File: src/rtl/regfile_wr_arbiter.sv
// Write-port arbiter for the 32 x 64-bit register file: two requesters, per-beat
// round-robin with optional locked bursts, and a registered write port.
module regfile_wr_arbiter #(
    parameter int DATA_W    = 64,
    parameter int ADDR_W    = 5,
    parameter int MAX_BURST = 4,
    parameter int ZERO_REG  = 31
) (
    input  logic              clk,
    input  logic              reset_n,
    input  logic              hold,
    input  logic              req0_valid,
    input  logic              req0_lock,
    input  logic [ADDR_W-1:0] req0_addr,
    input  logic [DATA_W-1:0] req0_data,
    output logic              req0_ready,
    input  logic              req1_valid,
    input  logic              req1_lock,
    input  logic [ADDR_W-1:0] req1_addr,
    input  logic [DATA_W-1:0] req1_data,
    output logic              req1_ready,
    output logic              wr_en,
    output logic [ADDR_W-1:0] wr_addr,
    output logic [DATA_W-1:0] wr_data,
    output logic              busy
);

    localparam logic [3:0]        BURST_CAP = 4'(MAX_BURST);
    localparam logic [ADDR_W-1:0] ZERO_ADDR = ADDR_W'(ZERO_REG);
    localparam bit                CAN_LOCK  = (MAX_BURST > 1);

    typedef enum logic [1:0] {
        IDLE = 2'd0,
        OWN0 = 2'd1,
        OWN1 = 2'd2
    } state_t;

    state_t            r_state;
    logic              r_ptr;
    logic [3:0]        r_cnt;
    logic              r_wr_en;
    logic [ADDR_W-1:0] r_wr_addr;
    logic [DATA_W-1:0] r_wr_data;

    logic              w_rdy0;
    logic              w_rdy1;
    logic              w_acc;
    logic              w_sel_lock;
    logic [ADDR_W-1:0] w_sel_addr;
    logic [DATA_W-1:0] w_sel_data;
    logic              w_commit;
    logic              w_own_valid;
    logic [3:0]        w_cnt_inc;
    logic              w_cap_hit;

    // Grant decode: depends only on state, pointer, hold and valids; forced low in reset.
    always_comb begin
        w_rdy0 = 1'b0;
        w_rdy1 = 1'b0;
        if (reset_n && !hold) begin
            case (r_state)
                IDLE: begin
                    w_rdy0 = req0_valid & (~req1_valid | ~r_ptr);
                    w_rdy1 = req1_valid & (~req0_valid |  r_ptr);
                end
                OWN0:    w_rdy0 = req0_valid;
                OWN1:    w_rdy1 = req1_valid;
                default: begin
                    w_rdy0 = 1'b0;
                    w_rdy1 = 1'b0;
                end
            endcase
        end
    end

    assign req0_ready  = w_rdy0;
    assign req1_ready  = w_rdy1;

    assign w_acc       = w_rdy0 | w_rdy1;
    assign w_sel_lock  = w_rdy1 ? req1_lock : req0_lock;
    assign w_sel_addr  = w_rdy1 ? req1_addr : req0_addr;
    assign w_sel_data  = w_rdy1 ? req1_data : req0_data;
    assign w_commit    = w_acc && (w_sel_addr != ZERO_ADDR);
    assign w_own_valid = (r_state == OWN1) ? req1_valid : req0_valid;
    assign w_cnt_inc   = r_cnt + 4'd1;
    assign w_cap_hit   = (w_cnt_inc == BURST_CAP);

    always_ff @(posedge clk or negedge reset_n) begin
        if (!reset_n) begin
            r_state   <= IDLE;
            r_ptr     <= 1'b0;
            r_cnt     <= 4'd0;
            r_wr_en   <= 1'b0;
            r_wr_addr <= '0;
            r_wr_data <= '0;
        end else begin
            // Zero-register beats are consumed but never reach the register file.
            r_wr_en <= w_commit;
            if (w_commit) begin
                r_wr_addr <= w_sel_addr;
                r_wr_data <= w_sel_data;
            end

            case (r_state)
                IDLE: begin
                    if (w_acc) begin
                        if (w_sel_lock && CAN_LOCK) begin
                            r_state <= w_rdy1 ? OWN1 : OWN0;
                            r_cnt   <= 4'd1;
                        end else begin
                            r_ptr <= ~w_rdy1;
                        end
                    end
                end
                OWN0, OWN1: begin
                    // Leave on unlocked beat, burst cap, or owner dropping valid while not held.
                    if (w_acc) begin
                        if (!w_sel_lock || w_cap_hit) begin
                            r_state <= IDLE;
                            r_cnt   <= 4'd0;
                            r_ptr   <= (r_state == OWN0);
                        end else begin
                            r_cnt <= w_cnt_inc;
                        end
                    end else if (!w_own_valid && !hold) begin
                        r_state <= IDLE;
                        r_cnt   <= 4'd0;
                        r_ptr   <= (r_state == OWN0);
                    end
                end
                default: begin
                    r_state <= IDLE;
                    r_cnt   <= 4'd0;
                end
            endcase
        end
    end

    assign wr_en   = r_wr_en;
    assign wr_addr = r_wr_addr;
    assign wr_data = r_wr_data;
    assign busy    = (r_state != IDLE);

endmodule

File: config.mk
export PLATFORM = sky130hd
export DESIGN_NAME = regfile_wr_arbiter
export DESIGN_NICKNAME = d
export VERILOG_FILES = /design/src/rtl/regfile_wr_arbiter.sv
export SDC_FILE = /design/constraint.sdc
export NUM_CORES = 1
export LEC_CHECK = 0
export ABC_AREA = 1
export CELL_PAD_IN_SITES_DETAIL_PLACEMENT = 2
export CELL_PAD_IN_SITES_GLOBAL_PLACEMENT = 2
export CORE_MARGIN = 2
export CORE_UTILIZATION = 19
export CTS_CLUSTER_DIAMETER = 200
export DETAILED_ROUTE_END_ITERATION = 6
export PLACE_DENSITY = 0.81
export SLEW_MARGIN = 20
export SYNTH_ARGS = -nofsm -noshare
export SYNTH_HDL_FRONTEND = slang
export SYNTH_SLANG_ARGS = --single-unit
File: constraint.sdc
create_clock -name clk -period 2.03 [get_ports clk]
set_input_delay 0.3045 -clock clk [delete_from_list [all_inputs] [get_ports clk]]
set_output_delay 0.3045 -clock clk [all_outputs]
set_load 0.01 [all_outputs]
---- After elaboration in Yosys (flattened, before gate mapping) ----
Cells that the tools add are included.
Widths: inputs -> output; s select.
cells by class
  add/sub/neg operators ................... 1
  equal/unequal tests ..................... 9
  multiplexer cells ....................... 27
  bitwise operators ....................... 9
  reductions and logical operators ........ 14
operators by type and width
  kind                 number
  $mux 64              1
  $mux 4               5
  $mux 2               6
  $mux 1               9
  $pmux 4 s2           1
  $ne 2x2->1 const B   3
  $ne 3x3->1 const B   2
  $pmux 1 s2           3
  $mux 5               1
  $ne 5x5->1 const B   1
  $reduce_and 5->1     1
  $add 4x1->4 const B  1
  $eq 4x3->1 const B   1
  $not 1->1            4
  $pmux 2 s2           1
  $reduce_and 4->1     1
  $reduce_bool 2->1    2
  $logic_and 1x1->1    3
  $logic_not 1->1      3
  $or 1x1->1           3
  $reduce_and 3->1     1
  $and 1x1->1          2
  $eq 2x1->1 const B   1
  $eq 2x2->1 const B   1
  3 further kinds      3
storage, ports and cells
  register bits ........................... 77
  input bits .............................. 145
  output and inout bits ................... 73
  word-level logic and storage cells ...... 66

---- Logic depth before layout (Yosys ltp) ----
  word-level depth ........................ 11
  mapped depth ............................ 16

---- Least setup slack after synthesis ----
Ideal clock, no wire load.
  kind .................................... flip-flop to flip-flop
  from .................................... register r_state[0]
  to ...................................... register r_wr_addr[1], in the netlist wr_addr[1]
  library setup time ...................... 0.117 ns
  arrival time ............................ 1.823 ns
  required time ........................... 1.913 ns
  slack ................................... 0.089 ns
  cell stages (with the launch flop) ...... 17
  path buffers ............................ 3
  period minus slack after synthesis ...... 1.941 ns
  cell sequence ........................... dfrtp_1 -> inv_1 -> ha_1 -> nand2_1 -> inv_1 -> nand2_2 -> nand2_4 -> nand2_4 -> buf_6 -> nand2_2 -> nand2_2 -> nor2_2 -> nand3_2 -> buf_6 -> buf_6 -> nand3_2 -> nand2_1
between the ends
  word-level cells in the longest chain between the ends .. 6
  elaborated cells between the ends (all ways) .. 11
  classes of those cells .................. eq/ne (3); mux (5); bitwise (1); reduce/logical (2)
RTL lines
  element                                               RTL line  source
  start: declaration                                    38        state_t r_state;
  start signal: assignment                              108       r_state <= w_rdy1 ? OWN1 : OWN0;
  $eq 2x2->1 / $logic_not 2->1 (equally long branches)  61        case (r_state)
  $pmux 1 s2                                            61
  $mux 1                                                60        if (reset_n && !hold) begin
  $mux 5                                                81        assign w_sel_addr = w_rdy1 ? req1_addr : req0_addr;
  $ne 5x5->1                                            83        assign w_commit = w_acc && (w_sel_addr != ZERO_ADDR);
  $logic_and 1x1->1                                     83
  end signal: assignment                                100       r_wr_addr <= w_sel_addr;
  end: declaration                                      42        logic [ADDR_W-1:0] r_wr_addr;
Several ways; a longest one is shown, not always the timed one.
A chain may end at the register's enable or synchronous reset.

---- Final worst setup path ----
  from .................................... input port hold
  to ...................................... register r_wr_data[28], in the netlist wr_data[28]
between the ends
  word-level cells in the longest chain between the ends .. 6
  elaborated cells between the ends (all ways) .. 9
  classes of those cells .................. eq/ne (1); mux (4); bitwise (1); reduce/logical (3)
RTL lines
  element                 RTL line  source
  start: declaration      11        input logic hold,
  $logic_not 1->1 *       60
  $logic_and 1x1->1 *     60
  $mux 1                  60
  $mux 5                  81
  $ne 5x5->1              83
  $logic_and 1x1->1       83
  end signal: assignment  101       r_wr_data <= w_sel_data;
  end: declaration        43        logic [DATA_W-1:0] r_wr_data;
Every way passes the cells marked *; elsewhere a longest branch is shown, timed or not.

==> flow_summary.ini <==
[worst_setup_path]
cp-end-kind = register
crit_type = in2reg
timing.rr.start = r_state[1]
required_ns = 2.26
startpoint_type = input port
crit_start = hold
worstPathArrival_ns = 2.34
crit_fanout = 10

[die]
die_h_microns = 158
io_pins = 218
rows = 56
die_area_sq_mm = 0.0251
start_util = 0.193
core_sq_mm = 0.0234
die_w_microns = 158

[logic_synthesis]
synth_nets = 784
ys_async_sr_fraction = 1.00
synth_largest_area_cell = dfrtp_1
synth_top_area_share = 0.426
yosysSeqAreaShare = 0.426
ys.flop_type = dfrtp_1
yosysMostFrequentCell = nand2_1
synth_cell_type_count = 25
netlist_instances = 633
synth_edf_count = 0
ys_seq_elements = 77
synth_common_cells = 303 x nand2_1, 127 x nand3_1, 77 x dfrtp_1, 26 x inv_1, 25 x buf_2
synth.avg_cell_area_sq_um = 7.15
netlist_area_sq_mm = 0.00452
synth_top_cells_by_area = dfrtp_1 43%, nand2_1 25%, nand3_1 14%
yosys_warnings = 0

[timing]
finalCriticalPeriod_ns = 2.11
max_freq_mhz = 474
fin_crit_sh = 1.04
hold_violations = 0
finalWorstSetupSlack_ns = -0.0817
tightest_slew_ns = 0.565
setup_viol = 59
slew_violations = 0
relSlewSlack = 0.624
finClkSkew_ns = 0.00547
rsz0062_at_grt = yes

[run_status]
violations = negative setup slack
status = finished with violations

[placement]
numPortBuffers = 217
gp_congestion = 0.755
dp_hpwl_microns = 14600
placed_cells = 1169

[pwr]
netSwitchingFraction = 0.369
p_leak_nw = 4.09
p_per_area_mw_per_mm2 = 1050
power_frac_seq = 0.285
ir_worst_vdd_mv = 0.410
clockPowerShare = 0.198
internal-power_mw = 5.63
pwr-share-comb = 0.517
switchingPower_mw = 3.29

[clocking]
cts_root_buffer = clkbuf_16
cts_max_level = 3
cts_num_sinks = 77
numCtsBuffers = 9
clk_path_buf_depth = 2
insertion_delay_ns = 0.34
cts_tree = yes
clkSlewWorstSetupHoldPaths_ns = 0.07

[layout]
syn_to_final_growth_pct = 87.0
seqCellArea_sq_mm = 0.00193
instances_no_fill = 1212
fillerInstances = 2684
multi_input_area_sq_mm = 0.00265
nNetsFinal = 1039
drive_above_1_share = 0.213
n_antenna_cell = 0
final_util = 0.362

[global_route]
grt_max_degree = 43
grt_first_pass_wirelength_microns = 30700
overflow = 0
grt_pass1_vias = 5585
gr-usage-all-layers = 0.161
antenna_found_initial = 0

[drt]
drc = 0
vias_per_cell = 4.37
firstDrtPassIters = 4
postRouteAntennaNets = 0
routed_wl_microns = 21500
post_drt_wl_per_cell_microns = 17.8
vias = 5298
first_iter_violations = 144

[min_path]
hold_path.class = in2async

[run]
drv_cap = 0
logic make-up after synthesis:
logic type / synth area share
AND/OR/NAND/NOR: 0.466
flip-flops: 0.426
buffers and inverters: 0.0766
AO/OA/AOI/OAI: 0.0111
adder cells (fa/ha/maj): 0.0166
XOR/XNOR: 0.00387
worst paths after layout:
path	endpoint	slack (ns)	depth (start not counted)
min	wr_en	0.03	2
max reg2reg	wr_data[28]	-0.07	17
max	wr_data[28]	-0.08	13
min reg2reg	wr_data[61]	0.50	2
max in group asynchronous	wr_data[35]	1.07	3
min in group clk	wr_data[61]	0.50	2
area by class of cell:
cell class	instances	area share
Clock buffer	10	0.0271
Inverter	28	0.0124
Multi-Input combinational cell	485	0.313
Timing Repair Buffer	287	0.363
Clock inverter	6	0.0104
Sequential cell	77	0.228
Tap cell	319	0.0472
through the flow:
step	setup WS [ns]	cell area [sq um]	hold slack [ns]	power [mW]	setup TNS (ns)
floorplan	0.0891	4520	0.00891	4.11	0
global placement	-0.0805	7320	0.420	6.35	-4.89
detailed placement	-0.212	7320	0.428	6.50	-13.15
CTS	-0.0373	7990	0.0517	8.65	-0.232
global route	-0.204	8460	0.0743	9.55	-11.60
finish	-0.0817	8460	0.0305	8.91	-2.04
critical path, stage by stage:
cell and delay (ns):
clkdlybuf4s50_1 0.46, nor2_2 0.32, buf_4 0.22, nand3b_1 0.14, nand2_4 0.14, nor2_4 0.05, nand2_2 0.07, nand2_4 0.07
buf_12 0.13, buf_12 0.13, clkbuf_16 0.16, nand3_1 0.07, nand2_1 0.05
sequential cells by signal, summed over array words and instances, names as in the netlist:
name and count:
r_cnt 4, r_ptr 1, r_state 2, wr_addr 5, wr_data 64, wr_en 1
layer usage:
layer  global-route usage  wire [microns]  up-vias
met5                    0               0        -
met4               0.0463             279        0
met3               0.0395            1320       14
met2                0.285           11100      152
met1                0.193            8850     2612
li1                     -               -     2520
what timing repair did:
action / 4_1_cts / 5_1_grt
setup endpoints to repair: 80 / 79
hold buffers: 0 / 0
cloned: 4 / 6
setup buffers: 14 / 5
gates resized for setup: 35 / 74
pin swaps: 8 / 18
power by group through the flow:
stage                     clock [mW]  combinational, mW  sequential, mW
final                           1.77               4.61            2.54
after global routing            1.87               5.04            2.63
after CTS                       1.81               4.34            2.50
after detailed placement           0               3.98            2.52
after global placement             0               3.87            2.48
after floorplan                    0               1.36            2.75
placed cells by master, fill, tap and decap left out, drive strengths merged:
master,count
nor2,6
buf,65
nand2,309
clkdlybuf4s50,213
xor2,1
o21ai,5
a21boi,1
clkinvlp,3
bufinv,2
nand3,148
nand3b,4
xnor2,1
dlygate4sd2,1
a21oi,1
nand4,2
ha,6
dfrtp,77
bufbuf,1
clkbuf,17
inv,28
o211ai,1
clkinv,1
No activity file was read; power rests on OpenSTA's default activity.
